[src/rtl/car_link_pkg.sv]
// Shared byte map for the car command link: mode, steer, drive and function codes,
// plus the composition rule used by the remote so the car-side decoder sees one definition.
package car_link_pkg;

    typedef enum logic [1:0] {
        MODE_DRIVE = 2'b00,
        MODE_SPEED = 2'b01,
        MODE_FUNC  = 2'b10,
        MODE_FREE  = 2'b11
    } mode_e;

    localparam logic [1:0] STEER_STRAIGHT = 2'b00;
    localparam logic [1:0] STEER_RIGHT    = 2'b01;
    localparam logic [1:0] STEER_LEFT     = 2'b10;

    localparam logic [1:0] DRIVE_STOP = 2'b00;
    localparam logic [1:0] DRIVE_FWD  = 2'b01;
    localparam logic [1:0] DRIVE_BACK = 2'b10;

    localparam logic [1:0] FUNC_TRACK = 2'b00;
    localparam logic [1:0] FUNC_WALL  = 2'b01;
    localparam logic [1:0] FUNC_PARK  = 2'b10;
    localparam logic [1:0] FUNC_FREE  = 2'b11;

    // Conflicting requests (both directions at once) collapse to the neutral code.
    function automatic logic [7:0] compose_byte(
        input mode_e      mode,
        input logic       fwd,
        input logic       back,
        input logic       left,
        input logic       right,
        input logic       avoid,
        input logic [5:0] speed_set,
        input logic [1:0] func_sel
    );
        logic [5:0] payload;
        logic [1:0] steer;
        logic [1:0] drive;
        payload = '0;
        steer   = STEER_STRAIGHT;
        drive   = DRIVE_STOP;
        if (left && !right)      steer = STEER_LEFT;
        else if (right && !left) steer = STEER_RIGHT;
        if (fwd && !back)        drive = DRIVE_FWD;
        else if (back && !fwd)   drive = DRIVE_BACK;
        case (mode)
            MODE_DRIVE: payload = {1'b0, avoid, steer, drive};
            MODE_SPEED: payload = speed_set;
            MODE_FUNC:  payload = {4'b0000, func_sel};
            default:    payload = '0;
        endcase
        return {mode, payload};
    endfunction

endpackage

[src/rtl/remote_cmd_tx_if.sv]
// Operator controls into the remote transmitter and its UART/status outputs.
// master drives controls and observes status; slave is the transmitter side.
interface remote_cmd_tx_if;
    logic [1:0] mode_sel;
    logic       fwd;
    logic       back;
    logic       left;
    logic       right;
    logic       avoid;
    logic [5:0] speed_set;
    logic [1:0] func_sel;
    logic       tx;
    logic       busy;
    logic [7:0] last_frame;
    logic [7:0] frame_cnt;

    modport master (
        output mode_sel, fwd, back, left, right, avoid, speed_set, func_sel,
        input  tx, busy, last_frame, frame_cnt
    );

    modport slave (
        input  mode_sel, fwd, back, left, right, avoid, speed_set, func_sel,
        output tx, busy, last_frame, frame_cnt
    );
endinterface

[src/rtl/remote_cmd_tx_uart_tx_byte.sv]
// 8N1 UART byte transmitter: start pulse in IDLE launches a frame on the next cycle.
// Frame lasts 10*CLKS_PER_BIT cycles; start is ignored while busy (no backpressure path).
module uart_tx_byte
#(
    parameter int CLKS_PER_BIT = 5208
)
(
    input  logic       clk,
    input  logic       rst,
    input  logic       start,
    input  logic [7:0] data,
    output logic       tx,
    output logic       busy
);

    localparam int TW = (CLKS_PER_BIT > 1) ? $clog2(CLKS_PER_BIT) : 1;

    typedef enum logic [1:0] {S_IDLE, S_START, S_DATA, S_STOP} state_e;

    state_e        state;
    state_e        state_nxt;
    logic [TW-1:0] timer;
    logic [2:0]    bit_idx;
    logic [7:0]    shreg;
    logic          cell_end;

    assign cell_end = (timer == TW'(CLKS_PER_BIT - 1));

    always_ff @(posedge clk) begin
        if (rst) begin
            state   <= S_IDLE;
            timer   <= '0;
            bit_idx <= '0;
            shreg   <= '0;
        end else begin
            state <= state_nxt;
            if (state == S_IDLE) begin
                timer   <= '0;
                bit_idx <= '0;
                if (start) shreg <= data;
            end else if (cell_end) begin
                timer <= '0;
                if (state == S_DATA) begin
                    shreg   <= shreg >> 1;
                    bit_idx <= bit_idx + 3'd1;
                end
            end else begin
                timer <= timer + TW'(1);
            end
        end
    end

    // Line level is a pure decode of registered state, so reset forces tx high in one cycle.
    always_comb begin
        state_nxt = state;
        tx        = 1'b1;
        busy      = 1'b1;
        case (state)
            S_IDLE: begin
                busy = 1'b0;
                if (start) state_nxt = S_START;
            end
            S_START: begin
                tx = 1'b0;
                if (cell_end) state_nxt = S_DATA;
            end
            S_DATA: begin
                tx = shreg[0];
                if (cell_end && bit_idx == 3'd7) state_nxt = S_STOP;
            end
            S_STOP: begin
                if (cell_end) state_nxt = S_IDLE;
            end
            default: state_nxt = S_IDLE;
        endcase
    end

endmodule

[src/rtl/remote_cmd_tx.sv]
// Remote command transmitter: composes the command byte, sends on change and on keep-alive expiry.
// Latency: compose 1 cycle, launch the cycle after pending is seen in IDLE; changes mid-frame coalesce.
module remote_cmd_tx
    import car_link_pkg::*;
#(
    parameter int CLK_HZ         = 50_000_000,
    parameter int BAUD           = 9600,
    parameter int CLKS_PER_BIT   = CLK_HZ / BAUD,
    parameter int REFRESH_CYCLES = 2_500_000
)
(
    input  logic          clk_50M,
    input  logic          rst,
    remote_cmd_tx_if.slave bus
);

    localparam int RW = (REFRESH_CYCLES > 2) ? $clog2(REFRESH_CYCLES) : 1;

    logic [7:0]    composed;
    logic [7:0]    last_frame;
    logic [7:0]    frame_cnt;
    logic          pending;
    logic          busy;
    logic          launch;
    logic          refresh_run;
    logic          refresh_hit;
    logic [RW-1:0] refresh_cnt;

    // Free-running composition register, also loading during reset so the first frame is current.
    always_ff @(posedge clk_50M) begin
        composed <= compose_byte(mode_e'(bus.mode_sel), bus.fwd, bus.back, bus.left,
                                 bus.right, bus.avoid, bus.speed_set, bus.func_sel);
    end

    assign launch      = !busy && pending;
    assign refresh_run = !busy && !pending;
    // Flag on the step into REFRESH_CYCLES-1 so the resend period is frame + REFRESH_CYCLES.
    assign refresh_hit = refresh_run && (refresh_cnt == RW'(REFRESH_CYCLES - 2));

    always_ff @(posedge clk_50M) begin
        if (rst) begin
            pending     <= 1'b1;
            refresh_cnt <= '0;
            last_frame  <= '0;
            frame_cnt   <= '0;
        end else if (launch) begin
            pending     <= 1'b0;
            refresh_cnt <= '0;
            last_frame  <= composed;
            frame_cnt   <= frame_cnt + 8'd1;
        end else begin
            if (composed != last_frame || refresh_hit) pending <= 1'b1;
            if (refresh_run) refresh_cnt <= refresh_cnt + RW'(1);
        end
    end

    uart_tx_byte #(
        .CLKS_PER_BIT(CLKS_PER_BIT)
    ) u_uart (
        .clk   (clk_50M),
        .rst   (rst),
        .start (launch),
        .data  (composed),
        .tx    (bus.tx),
        .busy  (busy)
    );

    assign bus.busy       = busy;
    assign bus.last_frame = last_frame;
    assign bus.frame_cnt  = frame_cnt;

endmodule

[src/flat_wrapper.sv]
// flat-port wrapper written by rule: the top's interface ports become plain ports
module remote_cmd_tx_flat import car_link_pkg::*;
#(
    parameter int CLK_HZ         = 50_000_000,
    parameter int BAUD           = 9600,
    parameter int CLKS_PER_BIT   = CLK_HZ / BAUD,
    parameter int REFRESH_CYCLES = 2_500_000
)
  (clk_50M, rst, bus_mode_sel, bus_fwd, bus_back, bus_left, bus_right, bus_avoid, bus_speed_set, bus_func_sel, bus_tx, bus_busy, bus_last_frame, bus_frame_cnt);
  remote_cmd_tx_if bus_i ();
  input  logic clk_50M;
  input  logic rst;
  input wire logic [$bits(bus_i.mode_sel)-1:0] bus_mode_sel;
  input wire logic [$bits(bus_i.fwd)-1:0] bus_fwd;
  input wire logic [$bits(bus_i.back)-1:0] bus_back;
  input wire logic [$bits(bus_i.left)-1:0] bus_left;
  input wire logic [$bits(bus_i.right)-1:0] bus_right;
  input wire logic [$bits(bus_i.avoid)-1:0] bus_avoid;
  input wire logic [$bits(bus_i.speed_set)-1:0] bus_speed_set;
  input wire logic [$bits(bus_i.func_sel)-1:0] bus_func_sel;
  output wire logic [$bits(bus_i.tx)-1:0] bus_tx;
  output wire logic [$bits(bus_i.busy)-1:0] bus_busy;
  output wire logic [$bits(bus_i.last_frame)-1:0] bus_last_frame;
  output wire logic [$bits(bus_i.frame_cnt)-1:0] bus_frame_cnt;
  assign bus_i.mode_sel = bus_mode_sel;
  assign bus_i.fwd = bus_fwd;
  assign bus_i.back = bus_back;
  assign bus_i.left = bus_left;
  assign bus_i.right = bus_right;
  assign bus_i.avoid = bus_avoid;
  assign bus_i.speed_set = bus_speed_set;
  assign bus_i.func_sel = bus_func_sel;
  assign bus_tx = bus_i.tx;
  assign bus_busy = bus_i.busy;
  assign bus_last_frame = bus_i.last_frame;
  assign bus_frame_cnt = bus_i.frame_cnt;
  remote_cmd_tx #(.CLK_HZ(CLK_HZ), .BAUD(BAUD), .CLKS_PER_BIT(CLKS_PER_BIT), .REFRESH_CYCLES(REFRESH_CYCLES)) u_core (.clk_50M(clk_50M), .rst(rst), .bus(bus_i));
endmodule
[config.mk]
export PLATFORM = sky130hd
export DESIGN_NAME = remote_cmd_tx_flat
export DESIGN_NICKNAME = d
export VERILOG_FILES = /design/src/rtl/car_link_pkg.sv /design/src/rtl/remote_cmd_tx_if.sv /design/src/rtl/remote_cmd_tx_uart_tx_byte.sv /design/src/rtl/remote_cmd_tx.sv /design/src/flat_wrapper.sv
export SDC_FILE = /design/constraint.sdc
export NUM_CORES = 1
export LEC_CHECK = 0
export ABC_CLOCK_PERIOD_IN_PS = 6500
export CORE_ASPECT_RATIO = 1.2
export CORE_MARGIN = 2
export CORE_UTILIZATION = 45
export CTS_CLUSTER_DIAMETER = 30
export DETAILED_ROUTE_END_ITERATION = 16
export GPL_TIMING_DRIVEN = 0
export PLACE_DENSITY = 0.75
export SYNTH_ARGS = -nofsm -noshare
export SYNTH_HDL_FRONTEND = slang
export SYNTH_SLANG_ARGS = --single-unit
[constraint.sdc]
create_clock -name clk_50M -period 6.5 [get_ports clk_50M]
set_input_delay 1.625 -clock clk_50M [delete_from_list [all_inputs] [get_ports clk_50M]]
set_output_delay 1.625 -clock clk_50M [all_outputs]
set_load 0.03 [all_outputs]
==> results of run 1 <==
==> stage by stage <==
step / utilization / instance area, um^2
2_1_floorplan: - / 3400
3_5_place_dp: 0.530 / 3850
4_1_cts: 0.559 / 4060
5_1_grt: 0.559 / 4060
6_report: 0.559 / 4060
3_3_place_gp: 0.530 / 3850
==> how the worst max path moves through the flow <==
stage / to / cells past startpoint
after floorplan: bus_tx / 4
after global placement: bus_tx / 5
after detailed placement: bus_tx / 5
after CTS: bus_tx / 5
after global routing: bus_tx / 5
final: bus_tx / 5
==> per-layer routing <==
| metal | GRT usage | vias to the layer above | share of wire |
|---|---|---|---|
| met4 | 0.0769 | 0 | 0.011 |
| met1 | 0.208 | 1341 | 0.43 |
| met3 | 0.0324 | 8 | 0.033 |
| met5 | 0 | - | 0 |
| met2 | 0.332 | 51 | 0.52 |
| li1 | - | 1465 | - |
==> flip-flops by register name (all words and copies together), names as in the netlist <==
register and cells:
u_core.u_uart.state 2, u_core.u_uart.bit_idx 3, u_core.bus.last_frame 8, u_core.bus.frame_cnt 8
u_core.composed 8, u_core.u_uart.timer 13, u_core.refresh_cnt 22, u_core.pending 1
u_core.u_uart.shreg 8
==> cell type report <==
cell class	instances	area, um^2
timing repair buffer	34	340
buffer	22	113
clock buffer	10	128
multi-input combinational	284	1790
sequential	73	1460
tap	90	113
clock inverter	5	81.3
inverter	9	33.8
fill	674	3210
==> cells by family after synthesis <==
| kind of cell | Yosys count | synth area share |
|---|---|---|
| AOI/OAI and AO/OA | 53 | 0.0993 |
| xor gates and xnor gates | 35 | 0.0901 |
| adders and majority gates | 10 | 0.0368 |
| buffers and inverters | 31 | 0.0430 |
| DFF | 73 | 0.430 |
| muxes | 6 | 0.0177 |
| and+or+nand+nor | 180 | 0.284 |
==> cell usage in the layout, fill, tap and decap left out, types with 7 or more instances in the layout <==
cell type	instances
a21oi_1	23
dfxtp_1	73
nor3_1	20
inv_1	9
nand4_1	18
nand2_1	38
nor2b_1	9
clkbuf_8	9
xnor2_1	13
nand3_1	9
xor2_1	22
clkdlybuf4s50_1	34
clkbuf_1	18
or4_1	7
nor2_1	38
ha_1	10
a221oi_1	9
==> where the power goes <==
| group | switching, mW | leakage, nW | internal, mW |
|---|---|---|---|
| Sequential | 0.0420 | 0.594 | 0.499 |
| Combinational | 0.246 | 0.744 | 0.169 |
| Clock | 0.165 | 0.102 | 0.214 |
==> flow_summary.yaml, run 1 <==
status:
  status: "finished clean"
synth:
  synth_flop_cell: "dfxtp_1"
  ys_top_cells_by_count: "dfxtp_1, nand2_1, nor2_1, a21oi_1, xor2_1"
  synth_area_leaders: "dfxtp_1, xor2_1, nand2_1"
  post_synth_inst_count: 388
  synth.avg_cell_area_um2: 8.77
  yosysMostFrequentCell: "dfxtp_1"
  synth_edf_count: 0
  yosysTopAreaCell: "dfxtp_1"
  ys_types: 44
  synthArstFlopShare: 0
  yosysSeqAreaShare: 0.430
  netlist_area_um2: 3400
  synth_top_cell_area_share: 0.430
  synth-seq-cells: 73
  yosys_warnings: 0
  synth_nets: 415
worst_setup_path:
  regToRegEndpoint: "u_core.refresh_cnt[19]$_SDFFE_PP0P_"
  criticalPathCategory: "reg2out"
  cp_cell_sequence: "inv_1 > ha_1 > inv_1 > mux2i_1 > clkdlybuf4s50_1"
  ff2ff_setup_slack_ns: 4.28
  path_buf_inv: 3
  critPathRequiredTime_ns: 4.88
  reg2reg_depth: 8
  startpoint_type: "flop"
  critPathArrivalTime_ns: 2.09
  regToRegStartpoint: "u_core.u_uart.state[0]$_SDFFE_PP0P_"
  critPathLaunch: "u_core.u_uart.state[0]$_SDFFE_PP0P_"
  cpMostUsedCell: "inv_1"
  cp_slowest_stage_delay_ns: 0.70
  worstPathMaxFanout: 5
  crit_path_top_delay_cell: "clkdlybuf4s50_1"
  crit_family: "buffers and inverters"
  end_kind: "output pin"
floorplanning:
  core_area_um2: 7270
  rows: 34
  dieHeight_um: 99.2
  ios: 35
  die_w_um: 83.4
  start_util: 0.468
  die-area_um2: 8270
clocking:
  clock_latency_ns: 0.35
  tritoncts: "yes"
  clockBufferDepth: 2
  cts_resized: 0
  clkSinkCount: 73
  cts_setup_buffers: 0
  ctsHoldBuffers: 0
  ctsRootBufferMaster: "clkbuf_8"
  cts_made_buffers: 9
  path_clk_slew_ns: 0.07
  h-tree-depth: 3
global_route:
  grt_pass1_wl_um: 12300
  gr-total-overflow: 0
  grt_pass1_vias: 2762
  antenna_found_initial: 0
  grt_max_degree: 13
  grt_use_total: 0.182
power_and_ir_drop:
  powerDensity_nw_per_um2: 329
  ir_worst_vdd_mv: 0.206
  cellLeakagePower_nw: 1.44
  finalPower_mw: 1.34
flow_run:
  max_cap_viol_count: 0
timing:
  fin_ws_ns: 2.78
  whs_ns: 0.447
  max_freq_mhz: 269
  worst_slew_pin_slew_ns: 0.624
  final_max_slew_viol_count: 0
  fin_setup_tns_ns: 0
  relSlewSlack: 0.578
  fin_worst_skew_ns: 0.0110
  min_period_over_period: 0.572
  period_needed_ns: 3.72
  rsz0062_at_grt: "false"
  setup_viol: 0
  hold_viol_final: 0
finish:
  nNetsFinal: 460
  area_growth_pct: 19.5
  diodes: 0
  fin_cells: 527
  layout-drive-gt1-share: 0.0572
place:
  dpl.cell_count: 512
  gp_congestion: 0.798
  dp_slack_ns: 3.14
  dp_hpwl_um: 5180
  portBuffers: 34
hold_path:
  worstHoldStart: "u_core.u_uart.timer[0]$_SDFF_PP0_"
  min_to: "u_core.u_uart.timer[0]$_SDFF_PP0_"
  min_path_cells: 1
  hold_path_class: "reg2reg"
detailed_routing:
  totalWireLength_um: 7170
  antenna_left: 0
  drt-initial-drc-count: 132
  drc: 0
  wl_per_cell_um: 13.6
  firstDrtPassIters: 4
  vias_per_cell: 5.44
  num_vias: 2865
(Power assumes the default switching activity.)
==> inputs of run 2 (changes only) <==
--- a/config.mk
+++ b/config.mk
@@ -5,7 +5,7 @@
 export SDC_FILE = /design/constraint.sdc
 export NUM_CORES = 1
 export LEC_CHECK = 0
-export ABC_CLOCK_PERIOD_IN_PS = 6500
+export ABC_CLOCK_PERIOD_IN_PS = 3500
 export CORE_ASPECT_RATIO = 1.2
 export CORE_MARGIN = 2
 export CORE_UTILIZATION = 45
==> constraint.sdc (replaced) <==
create_clock -name clk_50M -period 3.5 [get_ports clk_50M]
set_input_delay 0.875 -clock clk_50M [delete_from_list [all_inputs] [get_ports clk_50M]]
set_output_delay 0.875 -clock clk_50M [all_outputs]
set_load 0.03 [all_outputs]
==> results of run 2 <==
Same layout as run 1 (identical final DEF). Status: finished clean.
Among the figures that moved: setup slack after placement 3.14 ns -> 0.887 ns; setup slack after layout 2.78 ns -> 0.532 ns; register-to-register setup slack 4.28 ns -> 1.28 ns; total power 1.34 mW -> 2.48 mW; worst IR drop on VDD 0.206 mV -> 0.383 mV
==> inputs of run 3 (changes only) <==
--- a/config.mk
+++ b/config.mk
@@ -5,14 +5,14 @@
 export SDC_FILE = /design/constraint.sdc
 export NUM_CORES = 1
 export LEC_CHECK = 0
-export ABC_CLOCK_PERIOD_IN_PS = 3500
+export ABC_CLOCK_PERIOD_IN_PS = 2700
 export CORE_ASPECT_RATIO = 1.2
 export CORE_MARGIN = 2
 export CORE_UTILIZATION = 45
 export CTS_CLUSTER_DIAMETER = 30
 export DETAILED_ROUTE_END_ITERATION = 16
 export GPL_TIMING_DRIVEN = 0
-export PLACE_DENSITY = 0.75
+export PLACE_DENSITY = 0.77
 export SYNTH_ARGS = -nofsm -noshare
 export SYNTH_HDL_FRONTEND = slang
 export SYNTH_SLANG_ARGS = --single-unit
==> constraint.sdc (replaced) <==
create_clock -name clk_50M -period 2.7 [get_ports clk_50M]
set_input_delay 0.675 -clock clk_50M [delete_from_list [all_inputs] [get_ports clk_50M]]
set_output_delay 0.675 -clock clk_50M [all_outputs]
set_load 0.03 [all_outputs]
==> flow_summary.yaml, run 3 (synthesis gave the netlist of run 1 again) <==
finish:
  diodes: 0
  layout-drive-gt1-share: 0.0594
  fin_cells: 528
  largest_reg_flops: 22
  top_register: "u_core.refresh_cnt"
  final_cell_mix: "dfxtp_1, nor2_1, nand2_1"
  final_common_cell: "dfxtp_1"
  reg.largest.list: "u_core.refresh_cnt (22), u_core.u_uart.timer (13)"
  area_growth_pct: 19.6
  nFillCells: 672
  nNetsFinal: 460
worst_setup_path:
  critPathArrivalTime_ns: 1.84
  cp_slowest_stage_delay_ns: 0.42
  startpoint_type: "flop"
  end_kind: "output pin"
  worstPathMaxFanout: 5
  cp_cell_sequence: "inv_1 > ha_1 > inv_1 > mux2i_1 > dlygate4sd2_1"
  critPathLaunch: "u_core.u_uart.state[0]$_SDFFE_PP0P_"
  criticalPathCategory: "reg2out"
  critPathRequiredTime_ns: 2.03
  crit_family: "buffers and inverters"
  crit_path_top_delay_cell: "dlygate4sd2_1"
  cpMostUsedCell: "inv_1"
  ff2ff_setup_slack_ns: 0.49
  path_buf_inv: 3
  regToRegStartpoint: "u_core.u_uart.state[0]$_SDFFE_PP0P_"
floorplanning:
  ios: 35
  die-area_um2: 8270
  start_util: 0.468
  rows: 34
  dieHeight_um: 99.2
  die_w_um: 83.4
  core_area_um2: 7270
global_route:
  antenna_found_initial: 0
  gr-total-overflow: 0
  busiest_layer: "met2"
  grt_use_total: 0.179
  grt_pass1_vias: 2807
  met1_usage: 0.206
  use_met3: 0.0382
  grt_max_degree: 14
  grt_pass1_wl_um: 12300
  grtUsageMet2: 0.336
power_and_ir_drop:
  powerDensity_nw_per_um2: 794
  cellLeakagePower_nw: 1.45
  ir_worst_vdd_mv: 0.422
timing:
  min_period_over_period: 0.932
  hold_viol_final: 0
  max_freq_mhz: 397
  setup_viol: 0
  final_max_slew_viol_count: 0
  rsz0062_at_grt: "false"
  period_needed_ns: 2.52
  relSlewSlack: 0.553
  fin_worst_skew_ns: 0.0109
  worst_slew_pin_slew_ns: 0.661
  fin_setup_tns_ns: 0
clocking:
  clkSinkCount: 73
  path_clk_slew_ns: 0.08
  cts_made_buffers: 9
  tritoncts: "yes"
  ctsRootBufferMaster: "clkbuf_8"
  clockBufferDepth: 2
  cts_setup_buffers: 0
  h-tree-depth: 3
  clock_latency_ns: 0.35
detailed_routing:
  wl_per_cell_um: 13.6
  totalWireLength_um: 7160
  firstDrtPassIters: 4
  vias_per_cell: 5.46
  num_vias: 2882
  antenna_left: 0
  drc: 0
  drt-initial-drc-count: 94
place:
  dpl.cell_count: 512
  gp_congestion: 0.799
  dp_hpwl_um: 5340
  portBuffers: 34
flow_run:
  max_cap_viol_count: 0
hold_path:
  hold_path_class: "reg2reg"
  worstHoldStart: "u_core.u_uart.timer[0]$_SDFF_PP0_"
status:
  status: "finished clean"
run 3: power breakdown:
| part | total (mW) | internal, mW | switching (mW) |
|---|---|---|---|
| combinational | 0.985 | 0.396 | 0.589 |
| sequential | 1.30 | 1.20 | 0.101 |
| clock | 0.946 | 0.526 | 0.420 |
| total | 3.23 | 2.12 | 1.11 |
run 3: area by class of cell:
class	instances	area [um^2]	share of cell area
clock inverter	6	90.1	0.0221
clock buffer	10	128	0.0314
multi-input combinational	284	1790	0.441
buffer	22	113	0.0277
tap	90	113	0.0277
sequential	73	1460	0.359
timing repair buffer	34	338	0.0830
inverter	9	33.8	0.00830
run 3: metrics by stage:
stage               total power [mW]  worst slack, ns  hold slack, ns   util  cell area (um^2)
floorplan                       2.02            0.657           0.413      -              3400
global placement                2.29            0.277           0.426  0.530              3850
detailed placement              2.32            0.266           0.434  0.530              3850
CTS                             3.25            0.152           0.454  0.560              4070
global route                    3.42           0.0211           0.498  0.560              4070
finish                          3.23            0.184           0.449  0.560              4070
run 3: timing repair:
action | CTS | global route
hold buffers | 0 | 0
endpoints found under the setup margin | 2 | 0
hold endpoints to repair | 0 | 0
resized for setup | 2 | 0
run 3: worst register-to-register path, delay by kind of cell (launching register included):
kind            cells  cell delay, ns
fa+ha+maj           1            0.15
buf+inv             3            0.46
simple gates        3            1.06
compound gates      1            0.15
flops               1            0.33
run 3: layer usage:
| layer | share of wire | vias to the layer above |
|---|---|---|
| met5 | 0 | - |
| met4 | 0.0099 | 0 |
| met2 | 0.52 | 51 |
| li1 | - | 1465 |
| met1 | 0.44 | 1359 |
| met3 | 0.029 | 7 |
run 3: final timing paths:
kind | to | cells past startpoint
hold / removal | u_core.u_uart.timer[0]$_SDFF_PP0_ | 1
hold reg to reg | u_core.u_uart.timer[0]$_SDFF_PP0_ | 1
setup / recovery | bus_tx | 5
setup reg to reg | u_core.refresh_cnt[18]$_SDFFE_PP0P_ | 8
